[config.mk]
export PLATFORM = sky130hd
export DESIGN_NAME = keypad_scan
export DESIGN_NICKNAME = d
export VERILOG_FILES = /design/src/rtl/keypad_scan.sv
export SDC_FILE = /design/constraint.sdc
export NUM_CORES = 1
export LEC_CHECK = 0
export BUFFER_PORTS_ARGS = -buffer_cell sky130_fd_sc_hd__buf_2
export CORE_ASPECT_RATIO = 0.75
export CORE_MARGIN = 3
export CORE_UTILIZATION = 30
export CTS_CLUSTER_SIZE = 12
export DETAILED_ROUTE_END_ITERATION = 7
export GPL_TIMING_DRIVEN = 0
export PLACE_DENSITY_LB_ADDON = 0.05
export SYNTH_ARGS = -nofsm -noshare
export SYNTH_HDL_FRONTEND = slang
export SYNTH_SLANG_ARGS = --single-unit
[constraint.sdc]
create_clock -name clk -period 3.7 [get_ports clk]
set_input_delay 0.37 -clock clk [delete_from_list [all_inputs] [get_ports clk]]
set_output_delay 0.37 -clock clk [all_outputs]
set_load 0.01 [all_outputs]
[src/rtl/keypad_scan.sv]
// keypad_scan: 4x4 matrix keypad scanner and debouncer.
//
// Drives one active-low row line at a time and samples the active-low column
// lines once per row dwell period (the "sample tick"). The first low column
// it finds locks the scanner onto that row. The key is accepted after
// DEBOUNCE_N consecutive low samples, which emits a one-cycle press pulse.
// It is reported as held until DEBOUNCE_N consecutive high samples have been
// seen, and then a one-cycle release pulse is emitted. While the scanner is
// locked, keys in other rows are invisible because their rows are not driven.
//
// flag_pressed encoding: 00 idle, 01 press pulse, 10 held, 11 release pulse.
// keyword keeps the code of the last accepted key until the next press or
// a reset.
module keypad_scan #(
  parameter int SCAN_DIV   = 50000,  // clk cycles per row dwell, >= 4
  parameter int DEBOUNCE_N = 8       // identical samples to accept, 2..255
) (
  input  logic       clk,
  input  logic       rst,
  output logic [3:0] LINE,
  input  logic [3:0] COLLUMMN,
  output logic [3:0] keyword,
  output logic [1:0] flag_pressed
);

  localparam int               DIV_W    = $clog2(SCAN_DIV);
  localparam logic [DIV_W-1:0] DIV_LAST = DIV_W'(SCAN_DIV - 1);
  localparam logic [7:0]       DEB_LAST = 8'(DEBOUNCE_N);

  typedef enum logic [1:0] {
    SCAN,       // rotating through the rows, looking for a low column
    DEB_PRESS,  // row locked, counting consecutive low samples
    HELD,       // key accepted, waiting for the column to go high
    DEB_REL     // counting consecutive high samples
  } state_t;

  typedef enum logic [1:0] {
    FLAG_IDLE    = 2'b00,
    FLAG_PRESS   = 2'b01,
    FLAG_HELD    = 2'b10,
    FLAG_RELEASE = 2'b11
  } flag_t;

  // Candidate key: the row that was driven and the column that was seen low.
  typedef struct packed {
    logic [1:0] row;
    logic [1:0] col;
  } cand_t;

  // Synchronised column inputs.
  logic [3:0]       col_meta;
  logic [3:0]       col_s;

  // Row dwell timer.
  logic [DIV_W-1:0] div_cnt;
  logic             sample_tick;

  // Scanner and debounce state.
  state_t           state_q, state_d;
  logic [1:0]       row_q, row_d;
  cand_t            cand_q, cand_d;
  logic [7:0]       deb_cnt_q, deb_cnt_d;
  logic [3:0]       keyword_q, keyword_d;
  flag_t            flag_q, flag_d;

  // Decoded views of the sampled columns.
  logic             hit_any;
  logic [1:0]       hit_col;
  logic             cand_low;
  logic [7:0]       deb_inc;
  logic             deb_done;

  // Maps a (row, column) position to the code printed on the keypad.
  function automatic logic [3:0] key_code(input cand_t k);
    logic [3:0] code;
    code = 4'd0;
    case ({k.row, k.col})
      4'h0: code = 4'd1;
      4'h1: code = 4'd2;
      4'h2: code = 4'd3;
      4'h3: code = 4'd10;
      4'h4: code = 4'd4;
      4'h5: code = 4'd5;
      4'h6: code = 4'd6;
      4'h7: code = 4'd11;
      4'h8: code = 4'd7;
      4'h9: code = 4'd8;
      4'hA: code = 4'd9;
      4'hB: code = 4'd12;
      4'hC: code = 4'd14;
      4'hD: code = 4'd0;
      4'hE: code = 4'd15;
      4'hF: code = 4'd13;
      default: code = 4'd0;
    endcase
    return code;
  endfunction

  // Two-flop synchroniser for the asynchronous column inputs.
  // NOTE: non-blocking assignments make every flop load the value it saw
  // before the edge, which is what makes this a two-stage pipeline at all.
  always_ff @(posedge clk or posedge rst) begin
    if (rst) begin
      col_meta <= 4'b1111;
      col_s    <= 4'b1111;
    end else begin
      col_meta <= COLLUMMN;
      col_s    <= col_meta;
    end
  end

  // Row dwell timer. It wraps every SCAN_DIV cycles and its last count is
  // the sample tick.
  always_ff @(posedge clk or posedge rst) begin
    if (rst) begin
      div_cnt <= '0;
    end else if (sample_tick) begin
      div_cnt <= '0;
    end else begin
      div_cnt <= div_cnt + DIV_W'(1);
    end
  end

  assign sample_tick = (div_cnt == DIV_LAST);

  // Column decode. The lowest low column wins when several are low.
  always_comb begin
    hit_any = (col_s != 4'b1111);
    if (!col_s[0]) begin
      hit_col = 2'd0;
    end else if (!col_s[1]) begin
      hit_col = 2'd1;
    end else if (!col_s[2]) begin
      hit_col = 2'd2;
    end else begin
      hit_col = 2'd3;
    end
  end

  assign cand_low = ~col_s[cand_q.col];
  assign deb_inc  = deb_cnt_q + 8'd1;
  assign deb_done = (deb_inc == DEB_LAST);

  // Next-state, debounce counting and status flag. Nothing moves except on
  // a sample tick, apart from the flag, which drops back after one cycle.
  // NOTE: every signal gets its default first, so no path leaves a value
  // unassigned and no latch can be inferred.
  always_comb begin
    state_d   = state_q;
    row_d     = row_q;
    cand_d    = cand_q;
    deb_cnt_d = deb_cnt_q;
    keyword_d = keyword_q;
    flag_d    = FLAG_IDLE;

    if (sample_tick) begin
      case (state_q)
        SCAN: begin
          if (!hit_any) begin
            row_d = row_q + 2'd1;
          end else begin
            cand_d    = '{row: row_q, col: hit_col};
            deb_cnt_d = 8'd1;
            state_d   = DEB_PRESS;
          end
        end
        DEB_PRESS: begin
          if (!cand_low) begin
            // Bounce or glitch: drop the candidate and resume scanning
            // from the same row.
            deb_cnt_d = 8'd0;
            state_d   = SCAN;
          end else if (deb_done) begin
            keyword_d = key_code(cand_q);
            deb_cnt_d = 8'd0;
            state_d   = HELD;
            flag_d    = FLAG_PRESS;
          end else begin
            deb_cnt_d = deb_inc;
          end
        end
        HELD: begin
          if (!cand_low) begin
            deb_cnt_d = 8'd1;
            state_d   = DEB_REL;
          end
        end
        DEB_REL: begin
          if (cand_low) begin
            // The contact closed again before the release was accepted.
            deb_cnt_d = 8'd0;
            state_d   = HELD;
          end else if (deb_done) begin
            deb_cnt_d = 8'd0;
            row_d     = row_q + 2'd1;
            state_d   = SCAN;
            flag_d    = FLAG_RELEASE;
          end else begin
            deb_cnt_d = deb_inc;
          end
        end
        default: begin
          state_d = SCAN;
        end
      endcase
    end

    // Outside the pulse cycles, the flag reports held for as long as a key
    // is accepted.
    if (flag_d == FLAG_IDLE && (state_d == HELD || state_d == DEB_REL)) begin
      flag_d = FLAG_HELD;
    end
  end

  // Scanner state, candidate key, debounce count and registered outputs.
  always_ff @(posedge clk or posedge rst) begin
    if (rst) begin
      state_q   <= SCAN;
      row_q     <= 2'd0;
      cand_q    <= '0;
      deb_cnt_q <= 8'd0;
      keyword_q <= 4'd0;
      flag_q    <= FLAG_IDLE;
    end else begin
      state_q   <= state_d;
      row_q     <= row_d;
      cand_q    <= cand_d;
      deb_cnt_q <= deb_cnt_d;
      keyword_q <= keyword_d;
      flag_q    <= flag_d;
    end
  end

  // Active-low row drive. Exactly one line is low, chosen by the row register.
  always_comb begin
    LINE = 4'b1110;
    case (row_q)
      2'd0: LINE = 4'b1110;
      2'd1: LINE = 4'b1101;
      2'd2: LINE = 4'b1011;
      2'd3: LINE = 4'b0111;
      default: LINE = 4'b1110;
    endcase
  end

  assign keyword      = keyword_q;
  assign flag_pressed = flag_q;

endmodule
# Word-level counts from Yosys, hierarchy flattened
# Memory sizes are Yosys's and may differ from the RTL's. A register that Yosys moved wholly into a read port is not among the register bits.
# Index checks and enable logic that the tools add are counted.
word_totals:
  romBits: 64
  output_inout_bits: 10
  reg_bits: 42
  word_cells: 73
  inputBits: 6
  memories: 1
memory_table:
  columns: ["memory", "depth", "word_bits", "read_ports", "rd_clocked_by_memory_dff", "write_ports", "line", "source"]
  rows:
  - ["(no name shown)", 16, 4, 1, 1, 0, "77", "case ({k.row, k.col})"]
op_classes:
  reduce_logical: 10
  n_bitwise: 1
  eq_ne: 16
  n_addsub: 3
  magnitude_cmp: 1
  muxes: 32
op_table:
  columns: ["operator", "count"]
  rows:
  - ["8-bit two-way mux", 5]
  - ["2-bit two-way mux", 16]
  - ["8-bit one-hot mux with 4 select lines", 1]
  - ["16-bit by 1-bit adder with 16-bit output, second input constant", 1]
  - ["16-bit equality test, second input constant", 1]
  - ["16-bit two-way mux", 1]
  - ["4-bit one-hot mux with 4 select lines", 1]
  - ["2-bit equality test, second input constant", 6]
  - ["2-bit inequality test, second input constant", 5]
  - ["8-bit by 1-bit adder with 8-bit output, second input constant", 1]
  - ["8-bit by 4-bit equality test with 1-bit output, second input constant", 1]
  - ["2-bit one-hot mux with 2 select lines", 2]
  - ["2-bit one-hot mux with 4 select lines", 1]
  - ["2-bit logical NOT", 3]
  - ["3-bit AND reduction", 2]
  - ["5-bit AND reduction", 1]
  - ["2-bit by 1-bit equality test with 1-bit output, second input constant", 2]
  - ["1-bit two-way mux", 4]
  - ["4-bit inequality test, second input constant", 1]
  - ["4-bit AND reduction", 1]
  - ["2-bit by 3-bit less-than comparator with 1-bit output, second input constant", 1]
  - ["2-bit by 1-bit adder with 2-bit output, second input constant", 1]
  - ["1-bit binary-select mux with 2-bit select", 1]
  - ["2-bit nonzero test", 1]
  - ["other kinds (3)", 3]

# Logic depth before layout (Yosys ltp)
# Gate-level depths: netlist of run 1.
depth:
  ltp_word: 10
  depth_mapped: 8
  ltp_nobuf: 6

# Worst setup path before layout of run 1
# Ideal clock, no wire load.
synth_timing:
  path_kind: "register to register"
  startpoint: "reg deb_cnt_q[0]"
  endpoint: "reg keyword_q[0] (netlist: keyword[0])"
  n_path_buf: 0
  path_stages_with_launch: 7
  setup_slack_ns: 1.306
  required_ns: 3.575
  arrival_ns: 2.269
  cell_sequence: "dfrtp_1 ha_1 or3_1 a211oi_1 o2111ai_1 or3_4 mux2_4"
synth_via:
  elab_chain_cells: 3
synth_rtl:
  columns: ["item", "line", "source"]
  rows:
  - ["start: declaration", "62", "logic [7:0] deb_cnt_q, deb_cnt_d;"]
  - ["start signal: assignment", "228", "deb_cnt_q <= deb_cnt_d;"]
  - ["8-bit by 1-bit adder with 8-bit output", "141", "assign deb_inc = deb_cnt_q + 8'd1;"]
  - ["8-bit by 4-bit equality test with 1-bit output", "142", "assign deb_done = (deb_inc == DEB_LAST);"]
  - ["4-bit AND reduction (no source line)", null, null]
  - ["end: declaration", "63", "logic [3:0] keyword_q, keyword_d;"]
# No other way between the ends.
# A chain may end at the register's enable or synchronous reset.

# Final worst setup path of run 1
layout_timing:
  startpoint: "reg deb_cnt_q[0]"
  endpoint: "reg keyword_q[1] (netlist: keyword[1])"
# Same word-level chain as after synthesis.

==> results of run 1 <==
critical path: cells and delay by family, from the launching register on:
kind / cells / cell delay, ns
mux: 1 / 0.31
compound gates: 2 / 0.66
flops: 1 / 0.46
fa+ha+maj: 1 / 0.33
simple gates: 2 / 0.83
what timing repair did:
action | 4_1_cts | 5_1_grt
setup endpoints to repair | 0 | 0
hold buffers | 1 | 0
hold endpoints to repair | 5 | 0
metrics by stage:
stage	utilization, %	std cells
final	35.7	345
after global routing	35.7	345
after CTS	35.7	345
after detailed placement	34.3	336
after global placement	34.0	335
after floorplan	-	219
power groups by stage:
stage                     combinational (mW)  clock (mW)  sequential [mW]
after floorplan                       0.0108           0            0.522
after global placement                0.0178           0            0.522
after detailed placement              0.0207           0            0.522
after CTS                             0.0214       0.345            0.513
after global routing                  0.0238       0.363            0.514
final                                 0.0204       0.321            0.513
logic make-up after synthesis:
family	Yosys count
multiplexers	13
AND/OR/NAND/NOR	74
adder cells (fa/ha/maj)	11
AO/OA/AOI/OAI	40
XOR/XNOR	14
flip-flops	46
buffers and inverters	21
state kept, by name, indices dropped and copies added, names as in the netlist:
| signal | flops |
|---|---|
| col_meta | 4 |
| cand_q | 4 |
| state_q | 2 |
| deb_cnt_q | 8 |
| flag_pressed | 2 |
| div_cnt | 16 |
| keyword | 4 |
| row_q | 2 |
| col_s | 4 |
worst max-delay path by stage:
stage,to,cells after the start,slack [ns]
6_report,keyword[1],6,1.00
4_1_cts,keyword[1],6,1.03
3_3_place_gp,keyword[1],6,1.03
3_5_place_dp,keyword[0],6,1.05
5_1_grt,keyword[2],6,0.87
2_1_floorplan,keyword[0],6,1.31
cell usage in the layout (no fill, tap or decap), drive strengths merged, types with 5 or more instances in the layout:
cell    instances
nand4           6
mux2            8
nor2           19
dfrtp          38
nand2          14
clkbuf          8
o21ai          16
nor3            5
ha             11
xor2           10
inv            15
dfstp           8
nand3          10
buf            19
per-layer routing:
layer / part of all wire [%] / vias up / global-route usage, %
met4: 0.29 / 0 / 3.40
met2: 39 / 21 / 16.3
met3: 3.1 / 2 / 2.80
li1: - / 827 / -
met5: 0 / - / 0
met1: 58 / 800 / 19.2
cell type report:
| cell class | instances | share of cell area, % |
|---|---|---|
| plain buffers | 6 | 0.940 |
| multi-input cells | 152 | 41.2 |
| well taps | 101 | 4.75 |
| repair buffers | 17 | 3.95 |
| clock buffers | 5 | 2.58 |
| clock inverters | 3 | 0.893 |
| flip-flops and latches | 46 | 43.6 |
| inverters | 15 | 2.11 |
==> summary.md, run 1 <==
| Metric | Value |
|---|---|
| Post-synth top cells | `38 x dfrtp_1, 19 x nor2_1, 16 x o21ai_0` |
| CP max stage cell | `dfrtp_1` |
| Post-route ant nets | `0` |
| Worst setup SP type | `flop` |
| Cell area after layout | `about 2700 um^2` |
| Max Fclk | `0.370 GHz` |
| Final hold vios | `0` |
| Initial antenna violation count | `0` |
| Rel. slew slack | `51.7%` |
| Clk slew on worst S/H paths | `about 0.10 ns` |
| Register Area | `1160 um^2` |
| Yosys cell types | `48` |
| Total power | `about 0.85 mW` |
| Flop2flop setup slack | `around 1.0 ns` |
| Synthesized cell area | `2340 um^2` |
| Fill cells | `755` |
| Switching share of power | `23.7%` |
| PnR worst setup slack | `1.00 ns` |
| Wirelength per Cell | `13.9 um` |
| Post-layout net count | `260` |
| Pwr dens | `321 nW/um^2` |
| Mux contribution to synthesized area | `7.17%` |
| DRT Pass-1 Iters | `4` |
| Root Driver | `clkbuf_8` |
| Total negative slack | `0 ns` |
| Ranking of synthesized cells by area | `dfrtp_1 41%, dfstp_2 9.0%, ha_1 5.9%, xor2_1 3.7%, o21ai_0 3.4%` |
| Port Buf Inserts | `15` |
| Gr ovfl total | `0` |
| Worst r2r src | `deb_cnt_q[0]` |
| R2r endpoint | `keyword[1]` |
| Starting Density | `between 30% and 40%` |
| Final wirelength | `4790 um` |
| Num Clock Sinks | `46` |
| Yosys Warn Count | `0` |
| Crit path capture type | `flop` |
| Sequential share of power | `60.0%` |
| Worst-path fanout max | `7` |
| Synth Area in XOR/XNOR | `under 10%` |
| Worst Max-Slew Pin Slew | `0.722 ns` |
| CP peak stage delay | `roughly 0.46 ns` |
| Multi-input logic area | `1100 um^2` |
| Hold path cells | `1` |
| First-pass GRT wire length | `8420 um` |
| Share of cells above drive strength 1 | `19.7%` |
| Unrepaired setup endpoints after global routing | `no` |
| Final Cycle Share | `72.9%` |
| Max Buffers Root-to-Sink | `2` |
| Seq/Total Area, Yosys | `between 40% and 50%` |
| Placed wire-length estimate | `3390 um` |
| Syn Nets | `around 240` |
| Max_cap viols | `0` |
| Most common cell in the netlist | `dfrtp_1` |
| Worst EP arrival | `2.89 ns` |
| Vias after detailed routing | `1650` |
| Internal power | `roughly 0.65 mW` |
| Hold path endpoint | `col_meta[2]` |
| WS Path Type | `reg2reg` |
| DRC viols | `0` |
| Main combinational cell family by area after synthesis | `simple AND/OR/NAND/NOR gates` |
| Area Overhead vs Synth | `13.9%` |
| Iteration-0 DRC Markers | `59` |
| Vias in the first global route | `1621` |
| Syn Area/Cell | `10.7 um^2` |
| Post_cts resized | `0` |
| Leakage | `roughly 1.2 nW` |
| Die H | `82.5 um` |
| Worst Path Required | `3.89 ns` |
| Net load switching power | `0.202 mW` |
| FFs w/ async S/R, synth | `100%` |
| Clk_skew | `between 0.01 and 0.015 ns` |
| Hold_ws | `~0.15 ns` |
| Post-CTS setup buffers | `0` |
| Io pins | `16` |
| Outcome | `complete, no violations` |
| Largest area contributor in the netlist | `dfrtp_1` |
| Clock power frac | `37.6%` |
| Vias/cell | `4.78` |
| Number of diodes | `0` |
| Combinational Power Share | `2.4%` |
| Worst slack at placement | `1.05 ns` |
| Final slew viol count | `0` |
| Die area | `8900 um^2` |
| Worst-Skew Late Latency | `0.30 ns` |
| Post-synth top area share | `40.7%` |
| Ys flop type | `dfrtp_1` |
| Rows | `27` |
| Placeable Area | `7470 um^2` |
| Cells on worst reg2reg path | `6` |
| H-tree Lvls | `2` |
| Setup-failing EPs final | `0` |
| Number of synthesized flops with an enable pin | `0` |
| Largest net degree at the start of global routing | `35` |
| CTS buffer count | `5` |
| Clock period minus worst slack | `2.70 ns` |
| Adder-cell share of the synthesized area | `5.89%` |
| VDD IR max | `0.199 mV` |
| Synth Area in Compound Gates | `between 10% and 20%` |
| HP Class | `in2reg` |
| Cell count after synthesis | `roughly 220` |
| Hold wc startpoint | `COLLUMMN[2]` |
| GRT Overall Usage | `12.2%` |
| CTS tree | `built` |
| Simple-gate share of the synthesized area | `17.4%` |
| Crit path from | `deb_cnt_q[0]` |
| Seq cells post-synth | `46` |
| Die X | `108 um` |
| Critical Path, Cell by Cell | `ha_1 -> or3_1 -> a211oi_1 -> o2111ai_1 -> or3_4 -> mux2_4` |
| Area post-placement | `2560 um^2` |
| Final GP Congestion | `0.761` |
(Power assumes the default switching activity.)
==> run 2, diff against run 1 <==
Clock period 3.7 ns to 2.5 ns, I/O delays scaled along.
==> summary.md, run 2 (synthesized netlist as in run 1, its figures left out) <==
| Metric | Value |
|---|---|
| Area post-placement | `2560 um^2 (unchanged)` |
| Vias/cell | `4.74 (was 4.78)` |
| Outcome | `complete, no violations (unchanged)` |
| Iteration-0 DRC Markers | `50 (was 59)` |
| Clock power frac | `37.6% (about the same)` |
| Final wirelength | `4820 um (was 4790 um)` |
| Most frequent cells in the layout | `35 x dfrtp_1, 18 x nor2_1, 16 x o21ai_0, 16 x buf_2, 14 x nand2_1 (was 38 x dfrtp_1, 19 x nor2_1, 17 x buf_2, 16 x o21ai_0, 14 x nand2_1)` |
| DRC viols | `0 (unchanged)` |
| Final std cells w/o fill | `347 (was 345)` |
| Clk_skew | `0.00808 ns (was 0.0107 ns)` |
| Commonest non-fill, non-tap cell in the layout | `dfrtp_1 (unchanged)` |
| Wirelength per Cell | `13.9 um (about the same)` |
| Root Driver | `clkbuf_8 (unchanged)` |
| Clk slew on worst S/H paths | `0.10 ns (about the same)` |
| Final GP Congestion | `0.761 (unchanged)` |
| Placeable Area | `7470 um^2 (unchanged)` |
| Rel. slew slack | `56.7% (was 51.7%)` |
| Crit path capture type | `flop (unchanged)` |
| Worst EP arrival | `2.60 ns (was 2.89 ns)` |
| Die H | `82.5 um (unchanged)` |
| Gr ovfl total | `0 (unchanged)` |
| HP Class | `in2reg (unchanged)` |
| Setup-failing EPs final | `0 (unchanged)` |
| Flip-flop count of the largest register after layout | `16 (unchanged)` |
| Cell area after layout | `2710 um^2 (was 2660 um^2)` |
| Leakage | `1.18 nW (about the same)` |
| VDD IR max | `0.293 mV (was 0.199 mV)` |
| Combinational Power Share | `2.4% (about the same)` |
| Placed instance count | `336 (unchanged)` |
| Worst r2r src | `deb_cnt_q[0] (unchanged)` |
| Unrepaired setup endpoints after global routing | `no (unchanged)` |
| Max Fclk | `0.415 GHz (was 0.370 GHz)` |
| PnR worst setup slack | `0.0921 ns (was 1.00 ns)` |
| Initial antenna violation count | `0 (unchanged)` |
| Area Overhead vs Synth | `15.9% (was 13.9%)` |
| Vias in the first global route | `1630 (was 1621)` |
| CTS buffer count | `5 (unchanged)` |
| Final slew viol count | `0 (unchanged)` |
| Worst setup SP type | `flop (unchanged)` |
| Flop2flop setup slack | `0.09 ns (was 1.00 ns)` |
| Hold wc startpoint | `COLLUMMN[2] (unchanged)` |
| Worst Path Required | `2.69 ns (was 3.89 ns)` |
| Port Buf Inserts | `15 (unchanged)` |
| CTS tree | `built (unchanged)` |
| Hold path endpoint | `col_meta[2] (unchanged)` |
| Switching share of power | `23.7% (about the same)` |
| Final hold vios | `0 (unchanged)` |
| Cells on worst reg2reg path | `6 (unchanged)` |
| GRT Overall Usage | `12.2% (about the same)` |
| Rows | `27 (unchanged)` |
| WS Path Type | `reg2reg (unchanged)` |
| Pwr dens | `466 nW/um^2 (was 321 nW/um^2)` |
| Post-route ant nets | `0 (unchanged)` |
| Worst-path fanout max | `7 (unchanged)` |
| Max_cap viols | `0 (unchanged)` |
| Largest net degree at the start of global routing | `35 (unchanged)` |
| Starting Density | `31.3% (unchanged)` |
| Internal power | `0.965 mW (was 0.652 mW)` |
| Die area | `8900 um^2 (unchanged)` |
| Num Clock Sinks | `46 (unchanged)` |
| Sequential share of power | `60.0% (about the same)` |
| Worst slack at placement | `-0.147 ns (was 1.05 ns)` |
| Max Buffers Root-to-Sink | `2 (unchanged)` |
| Number of diodes | `0 (unchanged)` |
| Io pins | `16 (unchanged)` |
| Vias after detailed routing | `1644 (was 1650)` |
| Placed wire-length estimate | `3390 um (unchanged)` |
| Final Cycle Share | `96.3% (was 72.9%)` |
| Worst-Skew Late Latency | `0.30 ns (about the same)` |
| H-tree Lvls | `2 (unchanged)` |
| Hold path cells | `1 (unchanged)` |
| Post-layout net count | `262 (was 260)` |
| Share of cells above drive strength 1 | `24.0% (was 19.7%)` |
| Fill cells | `750 (was 755)` |
| Clock period minus worst slack | `2.41 ns (was 2.70 ns)` |
| Worst Max-Slew Pin Slew | `0.648 ns (was 0.722 ns)` |
| Top reg by flops | `div_cnt (unchanged)` |
| DRT Pass-1 Iters | `4 (unchanged)` |
| R2r endpoint | `keyword[1] (unchanged)` |
| Net load switching power | `0.299 mW (was 0.202 mW)` |
| Largest regs | `div_cnt x16, deb_cnt_q x8 (unchanged)` |
| First-pass GRT wire length | `8450 um (was 8420 um)` |
| Die X | `108 um (unchanged)` |
-- run 2: cell count changes in the layout (fill, tap and decap cells not counted), moves of 2 or more --
| cell | previous run | this run |
|---|---|---|
| dfrtp_2 | 0 | 3 |
| dfrtp_1 | 38 | 35 |
| ha_2 | 0 | 2 |
| ha_1 | 11 | 9 |
| buf_4 | 0 | 2 |
-- run 2: what timing repair did --
item,in CTS,in global routing
pin swaps,0,3
hold endpoints to repair,11,0
gates resized for setup,4,7
gates cloned,0,0
endpoints found under the setup margin,5,15
buffers inserted,0,2
hold buffers,1,0
-- run 2: worst max path at each step --
stage	end	depth (start not counted)	startpoint	slack, ns
4_1_cts	keyword[1]	6	deb_cnt_q[0]	0.01
2_1_floorplan	keyword[0]	6	deb_cnt_q[0]	0.11
3_3_place_gp	keyword[1]	6	deb_cnt_q[0]	-0.17
5_1_grt	keyword[2]	6	deb_cnt_q[0]	0.02
6_report	keyword[1]	6	deb_cnt_q[0]	0.09
3_5_place_dp	keyword[0]	6	deb_cnt_q[0]	-0.15
-- run 2: critical path, cell delays in order, from the launching register on --
cell	delay, ns
dfrtp_2	0.45
ha_2	0.25
or3_1	0.42
a211oi_4	0.28
o2111ai_2	0.18
or3_4	0.42
mux2_4	0.31
-- run 2: per-layer routing --
| layer | part of all wire [%] | up-vias | GRT usage [%] |
|---|---|---|---|
| li1 | - | 830 | - |
| met1 | 59 | 797 | 19.3 |
| met2 | 39 | 15 | 16.3 |
| met3 | 2.4 | 2 | 2.80 |
| met4 | 0.39 | 0 | 3.40 |
| met5 | 0 | - | 0 |
-- run 2: power by group through the flow --
stage	Combinational, mW	Clock (mW)	Sequential [mW]
2_1_floorplan	0.0159	0	0.772
3_3_place_gp	0.0264	0	0.773
3_5_place_dp	0.0306	0	0.773
4_1_cts	0.0319	0.511	0.759
5_1_grt	0.0353	0.538	0.760
6_report	0.0301	0.476	0.759
-- run 2: stage by stage --
stage	util [%]	TNS [ns]	total power [mW]	hold slack (ns)
floorplan	-	0	0.788	0.254
global placement	34.0	-0.669	0.800	0.346
detailed placement	34.3	-0.601	0.804	0.225
CTS	35.9	0	1.30	0.0131
global route	36.3	0	1.33	0.00184
finish	36.3	0	1.26	0.0336
-- run 2: area by class of cell --
cell class | instances | area, um^2 | area share, %
inverter | 15 | 56.3 | 2.08
clock inverter | 3 | 23.8 | 0.877
timing repair buffer | 19 | 120 | 4.43
buffer | 6 | 28.8 | 1.06
multi-input combinational | 152 | 1120 | 41.4
clock buffer | 5 | 68.8 | 2.54
tap | 101 | 126 | 4.66
sequential | 46 | 1160 | 43.0
